<file path="config.mk">
export PLATFORM = sky130hd
export DESIGN_NAME = result_select_stage_flat
export DESIGN_NICKNAME = d
export VERILOG_FILES = /design/src/rtl/result_select_stage_pkg.sv /design/src/rtl/result_select_stage_if.sv /design/src/rtl/result_select_stage_skid_reg.sv /design/src/rtl/result_select_stage.sv /design/src/flat_wrapper.sv
export SDC_FILE = /design/constraint.sdc
export NUM_CORES = 1
export LEC_CHECK = 0
export BUFFER_PORTS_ARGS = -buffer_cell sky130_fd_sc_hd__buf_4
export CORE_AREA = 2 2 108 89
export CTS_BUF_LIST = sky130_fd_sc_hd__clkbuf_16
export DETAILED_ROUTE_END_ITERATION = 6
export DIE_AREA = 0 0 110 91
export PLACE_DENSITY = 0.72
export SETUP_SLACK_MARGIN = 0.05
export SYNTH_ARGS = -nofsm -noshare
export SYNTH_HDL_FRONTEND = slang
export SYNTH_SLANG_ARGS = --single-unit
</file>
<file path="constraint.sdc">
create_clock -name clk -period 2.18 [get_ports clk]
set_input_delay 0.436 -clock clk [delete_from_list [all_inputs] [get_ports clk]]
set_output_delay 0.436 -clock clk [all_outputs]
set_load 0.005 [all_outputs]
</file>
<file path="src/rtl/result_select_stage_pkg.sv">
// Shared definitions for the result select stage: word width, writeback
// source indices and the select-width helpers used by the stage and its bus.
package result_select_stage_pkg;

  localparam int WORD_W  = 32;
  localparam int MIN_SRC = 2;
  localparam int MAX_SRC = 16;

  // Writeback source indices used when this stage sits in front of WB
  typedef enum logic [1:0] {
    WB_SRC_ALU  = 2'd0,
    WB_SRC_MEM  = 2'd1,
    WB_SRC_PC8  = 2'd2,
    WB_SRC_HILO = 2'd3
  } wb_src_e;

  // Ceiling log2; clog2(1) = 0
  function automatic int clog2(input int n);
    int r;
    r = 0;
    for (int v = n - 1; v > 0; v = v >> 1) begin
      r++;
    end
    return r;
  endfunction

  // Select field width: never narrower than one bit
  function automatic int sel_width(input int n);
    return (clog2(n) < 1) ? 1 : clog2(n);
  endfunction

endpackage

</file>
<file path="src/rtl/result_select_stage_if.sv">
// Valid/ready bus of the result select stage: input beat with flattened
// sources and encoded select, output beat with error flags.
interface result_select_stage_if #(
  parameter int WIDTH   = 32,
  parameter int NUM_SRC = 4
);
  import result_select_stage_pkg::*;

  localparam int SEL_W = sel_width(NUM_SRC);

  logic                       in_valid;
  logic                       in_ready;
  logic [SEL_W-1:0]           in_sel;
  logic [NUM_SRC*WIDTH-1:0]   in_data;
  logic                       out_valid;
  logic                       out_ready;
  logic [WIDTH-1:0]           out_data;
  logic                       out_err;
  logic                       err_sticky;

  // Upstream producer and downstream consumer view
  modport master (
    output in_valid, in_sel, in_data, out_ready,
    input  in_ready, out_valid, out_data, out_err, err_sticky
  );

  // The select stage itself
  modport slave (
    input  in_valid, in_sel, in_data, out_ready,
    output in_ready, out_valid, out_data, out_err, err_sticky
  );

endinterface

</file>
<file path="src/rtl/result_select_stage_skid_reg.sv">
// Generic 2-entry skid buffer: an output register (OR) backed by a skid
// register (SK). in_ready depends only on SK occupancy, so there is no
// combinational path from out_ready back to the producer.
module skid_reg #(
  parameter int WIDTH = 33
) (
  input  logic             clk,
  input  logic             rst_n,
  input  logic             i_in_valid,
  output logic             o_in_ready,
  input  logic [WIDTH-1:0] i_in_data,
  output logic             o_out_valid,
  input  logic             i_out_ready,
  output logic [WIDTH-1:0] o_out_data
);

  logic             r_or_valid;
  logic [WIDTH-1:0] r_or_data;
  logic             r_sk_valid;
  logic [WIDTH-1:0] r_sk_data;

  logic w_accept;
  logic w_drain;

  assign w_accept = i_in_valid && !r_sk_valid;
  assign w_drain  = r_or_valid && i_out_ready;

  // OR refills from SK first (oldest beat), then from the input; a beat
  // arriving while OR is stuck lands in SK and closes in_ready next cycle
  always_ff @(posedge clk or negedge rst_n) begin
    if (!rst_n) begin
      r_or_valid <= 1'b0;
      r_or_data  <= '0;
      r_sk_valid <= 1'b0;
      r_sk_data  <= '0;
    end else begin
      if (!r_or_valid || w_drain) begin
        if (r_sk_valid) begin
          r_or_data  <= r_sk_data;
          r_or_valid <= 1'b1;
          r_sk_valid <= 1'b0;
        end else if (w_accept) begin
          r_or_data  <= i_in_data;
          r_or_valid <= 1'b1;
        end else begin
          r_or_valid <= 1'b0;
        end
      end else if (w_accept) begin
        r_sk_data  <= i_in_data;
        r_sk_valid <= 1'b1;
      end
    end
  end

  assign o_in_ready  = !r_sk_valid;
  assign o_out_valid = r_or_valid;
  assign o_out_data  = r_or_data;

endmodule

</file>
<file path="src/rtl/result_select_stage.sv">
// N-way result selector with registered output and valid/ready flow control.
// The selected source (or zero plus an error flag for an out-of-range index)
// is pushed through a 2-entry skid buffer so stalls never drop or repeat
// a result. Legal NUM_SRC range is 2..16.
module result_select_stage
  import result_select_stage_pkg::*;
#(
  parameter int WIDTH   = WORD_W,
  parameter int NUM_SRC = 4
) (
  input logic                  clk,
  input logic                  rst_n,
  result_select_stage_if.slave bus
);

  localparam int SEL_W = sel_width(NUM_SRC);
  // Table covers every encodable index so the lookup needs no range compare
  localparam int TAB_N = 1 << SEL_W;

  logic [WIDTH:0] w_tab [TAB_N];
  logic [WIDTH:0] w_sel_payload;
  logic [WIDTH:0] w_out_payload;
  logic           w_in_ready;
  logic           w_out_valid;
  logic           r_err_sticky;

  // Legal indices map to their source; unused codes map to {err=1, data=0}.
  // When NUM_SRC is a power of two the error branch never elaborates.
  generate
    for (genvar gi = 0; gi < TAB_N; gi++) begin : g_tab
      if (gi < NUM_SRC) begin : g_src
        assign w_tab[gi] = {1'b0, bus.in_data[gi*WIDTH +: WIDTH]};
      end else begin : g_oor
        assign w_tab[gi] = {1'b1, {WIDTH{1'b0}}};
      end
    end
  endgenerate

  assign w_sel_payload = w_tab[bus.in_sel];

  skid_reg #(
    .WIDTH (WIDTH + 1)
  ) u_skid (
    .clk         (clk),
    .rst_n       (rst_n),
    .i_in_valid  (bus.in_valid),
    .o_in_ready  (w_in_ready),
    .i_in_data   (w_sel_payload),
    .o_out_valid (w_out_valid),
    .i_out_ready (bus.out_ready),
    .o_out_data  (w_out_payload)
  );

  // Sticky error: any accepted out-of-range beat latches it until reset
  always_ff @(posedge clk or negedge rst_n) begin
    if (!rst_n) begin
      r_err_sticky <= 1'b0;
    end else if (bus.in_valid && w_in_ready && w_sel_payload[WIDTH]) begin
      r_err_sticky <= 1'b1;
    end
  end

  assign bus.in_ready   = w_in_ready;
  assign bus.out_valid  = w_out_valid;
  assign bus.out_err    = w_out_payload[WIDTH];
  assign bus.out_data   = w_out_payload[WIDTH-1:0];
  assign bus.err_sticky = r_err_sticky;

endmodule
</file>
<file path="src/flat_wrapper.sv">
// flat-port wrapper written by rule: the top's interface ports become plain ports
module result_select_stage_flat import result_select_stage_pkg::*;
#(
  parameter int WIDTH   = WORD_W,
  parameter int NUM_SRC = 4
)
  (clk, rst_n, bus_in_valid, bus_in_sel, bus_in_data, bus_out_ready, bus_in_ready, bus_out_valid, bus_out_data, bus_out_err, bus_err_sticky);
  result_select_stage_if #(.WIDTH(WIDTH), .NUM_SRC(NUM_SRC)) bus_i ();
  input logic clk;
  input logic rst_n;
  input wire logic [$bits(bus_i.in_valid)-1:0] bus_in_valid;
  input wire logic [$bits(bus_i.in_sel)-1:0] bus_in_sel;
  input wire logic [$bits(bus_i.in_data)-1:0] bus_in_data;
  input wire logic [$bits(bus_i.out_ready)-1:0] bus_out_ready;
  output wire logic [$bits(bus_i.in_ready)-1:0] bus_in_ready;
  output wire logic [$bits(bus_i.out_valid)-1:0] bus_out_valid;
  output wire logic [$bits(bus_i.out_data)-1:0] bus_out_data;
  output wire logic [$bits(bus_i.out_err)-1:0] bus_out_err;
  output wire logic [$bits(bus_i.err_sticky)-1:0] bus_err_sticky;
  assign bus_i.in_valid = bus_in_valid;
  assign bus_i.in_sel = bus_in_sel;
  assign bus_i.in_data = bus_in_data;
  assign bus_i.out_ready = bus_out_ready;
  assign bus_in_ready = bus_i.in_ready;
  assign bus_out_valid = bus_i.out_valid;
  assign bus_out_data = bus_i.out_data;
  assign bus_out_err = bus_i.out_err;
  assign bus_err_sticky = bus_i.err_sticky;
  result_select_stage #(.WIDTH(WIDTH), .NUM_SRC(NUM_SRC)) u_core (.clk(clk), .rst_n(rst_n), .bus(bus_i));
endmodule
</file>
### Yosys cells after proc, flatten, opt, wreduce, memory -nomap -nowiden

Index checks and enable logic that the tools add are counted.

* input port bits: 134
* output and inout port bits: 36
* register bits: 69

* reduce and logical (&&, ||, !) cells: 10
* bitwise gates (word level): 2
* multiplexer cells: 9
* $lt $le $gt $ge: 1

Operator list (count)
* $mux 33: 4
* $bmux 33 s2: 1
* $mux 1: 4
* $reduce_and 2->1: 2
* $reduce_bool 2->1: 2
* $ge 3x3->1 const B: 1
* $logic_and 1x1->1: 3
* $not 2->3: 1
* $logic_not 1->1: 2
* $logic_or 1x1->1: 1
* $not 1->1: 1

### Longest topological paths before layout

* depth in word-level cells: 6
* gate-level depth with buffers: 7
* mapped depth without buffers: 3

### Hierarchy

A second synthesis with hierarchy kept.

* cell total of the unflattened synthesis: 226
* area, all modules: 3802.4 um^2

Modules (own cells, without submodules)
* skid_reg: instances 1, area an instance 2976.6 um^2, cells each 185, seq. area each 1701.6 um^2
* result_select_stage: instances 1, area an instance 825.8 um^2, cells each 41, seq. area each 0.0 um^2

### Worst setup path after synthesis

Ideal clock, no wire load.

* kind: input port to flip-flop
* start point: input port bus_out_ready
* end point: register u_core.u_skid.r_sk_data[0]
* data required time: 2.055 ns
* slack: 0.527 ns
* arrival time: 1.528 ns
* buffers on the path: 2
* stages on the path: 5
* cell sequence: nand2b_1 -> buf_6 -> nor3b_4 -> buf_6 -> mux2_4

* longest elaborated chain between the ends: 4

RTL lines
* from (decl): line flat_wrapper.sv:14 `input wire logic [$bits(bus_i.out_ready)-1:0] bus_out_ready;`
* $logic_and 1x1->1: line result_select_stage_skid_reg.sv:26 `assign w_drain = r_or_valid && i_out_ready;`
* $logic_or 1x1->1: line result_select_stage_skid_reg.sv:37 `if (!r_or_valid || w_drain) begin`
* $not 1->1 (no source line)
* $reduce_and 2->1 (no source line)
* to (signal assigned): line result_select_stage_skid_reg.sv:49 `r_sk_data <= i_in_data;`
* to (decl): line result_select_stage_skid_reg.sv:20 `logic [WIDTH-1:0] r_sk_data;`

Every way passes these cells.
A chain may end at the register's enable or synchronous reset.

### Worst setup path after layout

* start point: register u_core.u_skid.r_sk_valid
* end point: output port bus_in_ready

* longest elaborated chain between the ends: 1

RTL lines
* from (decl): line result_select_stage_skid_reg.sv:19 `logic r_sk_valid;`
* from (signal assigned): line result_select_stage_skid_reg.sv:34 `r_sk_valid <= 1'b0;`
* from (signal assigned): line result_select_stage_skid_reg.sv:41 `r_sk_valid <= 1'b0;`
* from (signal assigned): line result_select_stage_skid_reg.sv:50 `r_sk_valid <= 1'b1;`
* $logic_not 1->1: line result_select_stage_skid_reg.sv:55 `assign o_in_ready = !r_sk_valid;`
* to (decl): line flat_wrapper.sv:15 `output wire logic [$bits(bus_i.in_ready)-1:0] bus_in_ready;`

Every way passes these cells.

==> impl_metrics.ini <==
[setup_path]
cp_top_family = flip-flops
cp_cell_sequence = inv_1, buf_4
path_buf_inv = 2
startpoint = u_core.u_skid.r_sk_valid$_DFFE_PN0P_
cp.required_ps = 1740
crit_type = reg -> out
endpoint_kind = output pin
path_max_fanout = 12
arrival_ps = 1490
start_kind = register
max_stage_delay_ps = 650
reg2reg_from = u_core.u_skid.o_out_valid$_DFFE_PN0P_
cpMaxStageDelayCell = dfrtp_1

[sta]
setup_ws_ps = 254
fin_skew_ps = 5.27
final_hold_viol_count = 0
fmax_mhz = 519
timing.final.max_slew_violations = 0
fin_crit_ps = 1930
rsz0062_at_grt = false
setup_viol = 0
tightest_slew_ps = 829
finalSetupTns_ps = 0
timing.final.crit_share = 0.883
slew_headroom = 0.448

[logic_synthesis]
syn_area_per_cell_sq_um = 13.3
synth.cell_area_sq_um = 3960
synth_cell_type_count = 22
yosys_warnings = 0
synth_seq_area_share = 0.417
ys_ff_latch = 66
synthCells = 298

[floorplan]
fp.dieW_um = 110
die-area_sq_um = 10000
core_sq_um = 8880
initial_core_util = 0.445
die_y_um = 91
rows = 31
io_pins = 170

[clock_network]
hold_buffers = 0
clock-sinks = 66
clk_latency_ps = 320
post_cts_buffers = 0
post_cts_resized = 0
htree_levels = 3
cts_tree = yes
cts-buffers-inserted = 9
clk_pin_slew_worst_paths_ps = 50
cts_root_buffer = clkbuf_16
clock_path_buffers = 2

[place]
gp_congestion = 0.704
port_buffers = 167
place_area_sq_um = 5220
dpl.cell_count = 561
hpwl_mm = 7.23
post-place-ws_ps = 235

[final_layout]
drive_gt1_frac = 0.613
final_common_cell = buf_4
fillCellCount = 723
final_area_sq_um = 5470
area_growth_pct = 38.2
final_cells = 577
n_antenna_cell = 0
nets = 591
final_cell_mix = 176 x buf_4, 66 x dfrtp_1, 65 x nand2_1, 32 x a21oi_1, 31 x mux2_4
fin_util = 0.616

[global_route]
grt_usage = 0.208
antenna_found_initial = 0
overflow = 0
grt_pass1_wl_mm = 15.9
grt_pass1_vias = 3242
grt_max_degree = 67

[route]
dr_total_vias = 3058
drc = 0
drtPass1Iterations = 4
drt_first_iter_violations = 107
drtAntennaViolNets = 0
wl_per_cell_um = 17.2
via_per_inst = 5.30
routed_wl_mm = 9.90

[hold_path]
min_path_type = in -> async

[pwr]
ir_drop_mv = 0.464
p_per_area_nw_per_um2 = 772
p_leak_nw = 2.46

[flow_run]
drv_cap = 0

[outcome]
status = finished clean
sequential cells by signal, indices dropped and copies added (netlist names):
name / flops
u_core.u_skid.r_sk_valid: 1
u_core.u_skid.r_sk_data: 32
u_core.u_skid.o_out_data: 32
u_core.u_skid.o_out_valid: 1
cell usage after synthesis:
cell / instances / area, sq um
dfrtp_1: 66 / 1650
nand2_1: 65 / 244
a21oi_1: 32 / 160
mux2_4: 31 / 465
a31oi_2: 30 / 375
mux4_2: 30 / 676
buf_6: 10 / 113
clkbuf_1: 9 / 33.8
buf_2: 4 / 20.0
buf_1: 3 / 11.3
buf_12: 3 / 60.1
a31oi_1: 2 / 12.5
buf_4: 2 / 15.0
mux4_1: 2 / 52.6
nor2_1: 2 / 7.51
and2_4: 1 / 8.76
conb_1: 1 / 3.75
inv_1: 1 / 3.75
mux2_2: 1 / 11.3
nand2b_1: 1 / 6.26
nor3b_4: 1 / 18.8
or2_1: 1 / 6.26
final timing paths:
path                                                             to  slack, ps  cells after the start
min in group clk              u_core.u_skid.o_out_valid$_DFFE_PN0P_        350                      3
max reg2reg                u_core.u_skid.o_out_data[28]$_DFFE_PN0P_        400                      4
max                                                    bus_in_ready        250                      2
min reg2reg                 u_core.u_skid.r_sk_data[17]$_DFFE_PN0P_        510                      1
max in group asynchronous   u_core.u_skid.o_out_data[2]$_DFFE_PN0P_       1420                      1
min                         u_core.u_skid.r_sk_data[26]$_DFFE_PN0P_        190                      1
through the flow:
step | power [mW] | hold slack (ps)
after floorplan | 2.47 | 140
after global placement | 2.97 | 490
after detailed placement | 3.02 | 493
after CTS | 4.26 | 249
after global routing | 4.43 | 288
final | 4.22 | 195
cell type report:
cell class                      count  area, sq um  area share
Tap cell                          115          144      0.0263
Clock buffer                        9          225      0.0412
Timing Repair Buffer              178         1360       0.249
Clock inverter                      7         27.5     0.00503
Sequential cell                    66         1650       0.302
Multi-Input combinational cell    201         2050       0.376
Inverter                            1         3.75    0.000686
power by group:
part           leakage [nW]  switching [mW]  total (mW)  internal, mW
registers             0.759           0.179        1.71          1.53
logic                  1.57           0.484        1.27         0.790
clock network         0.128           0.497        1.24         0.742
per-layer routing:
metal	part of all wire	vias to the layer above	track usage	wire length (um)
li1	-	1416	-	-
met3	0.064	8	0.0337	631
met1	0.41	1526	0.266	4100
met2	0.51	108	0.358	5070
met4	0.010	0	0.0633	99
met5	0	-	0	0
logic make-up after synthesis:
logic type / Yosys count / synth area share
other: 1 / 0.000948
DFF: 66 / 0.417
buffers and inverters: 32 / 0.0648
and+or+nand+nor: 71 / 0.0737
muxes: 64 / 0.305
AOI/OAI and AO/OA: 64 / 0.139
(Power assumes the default switching activity.)
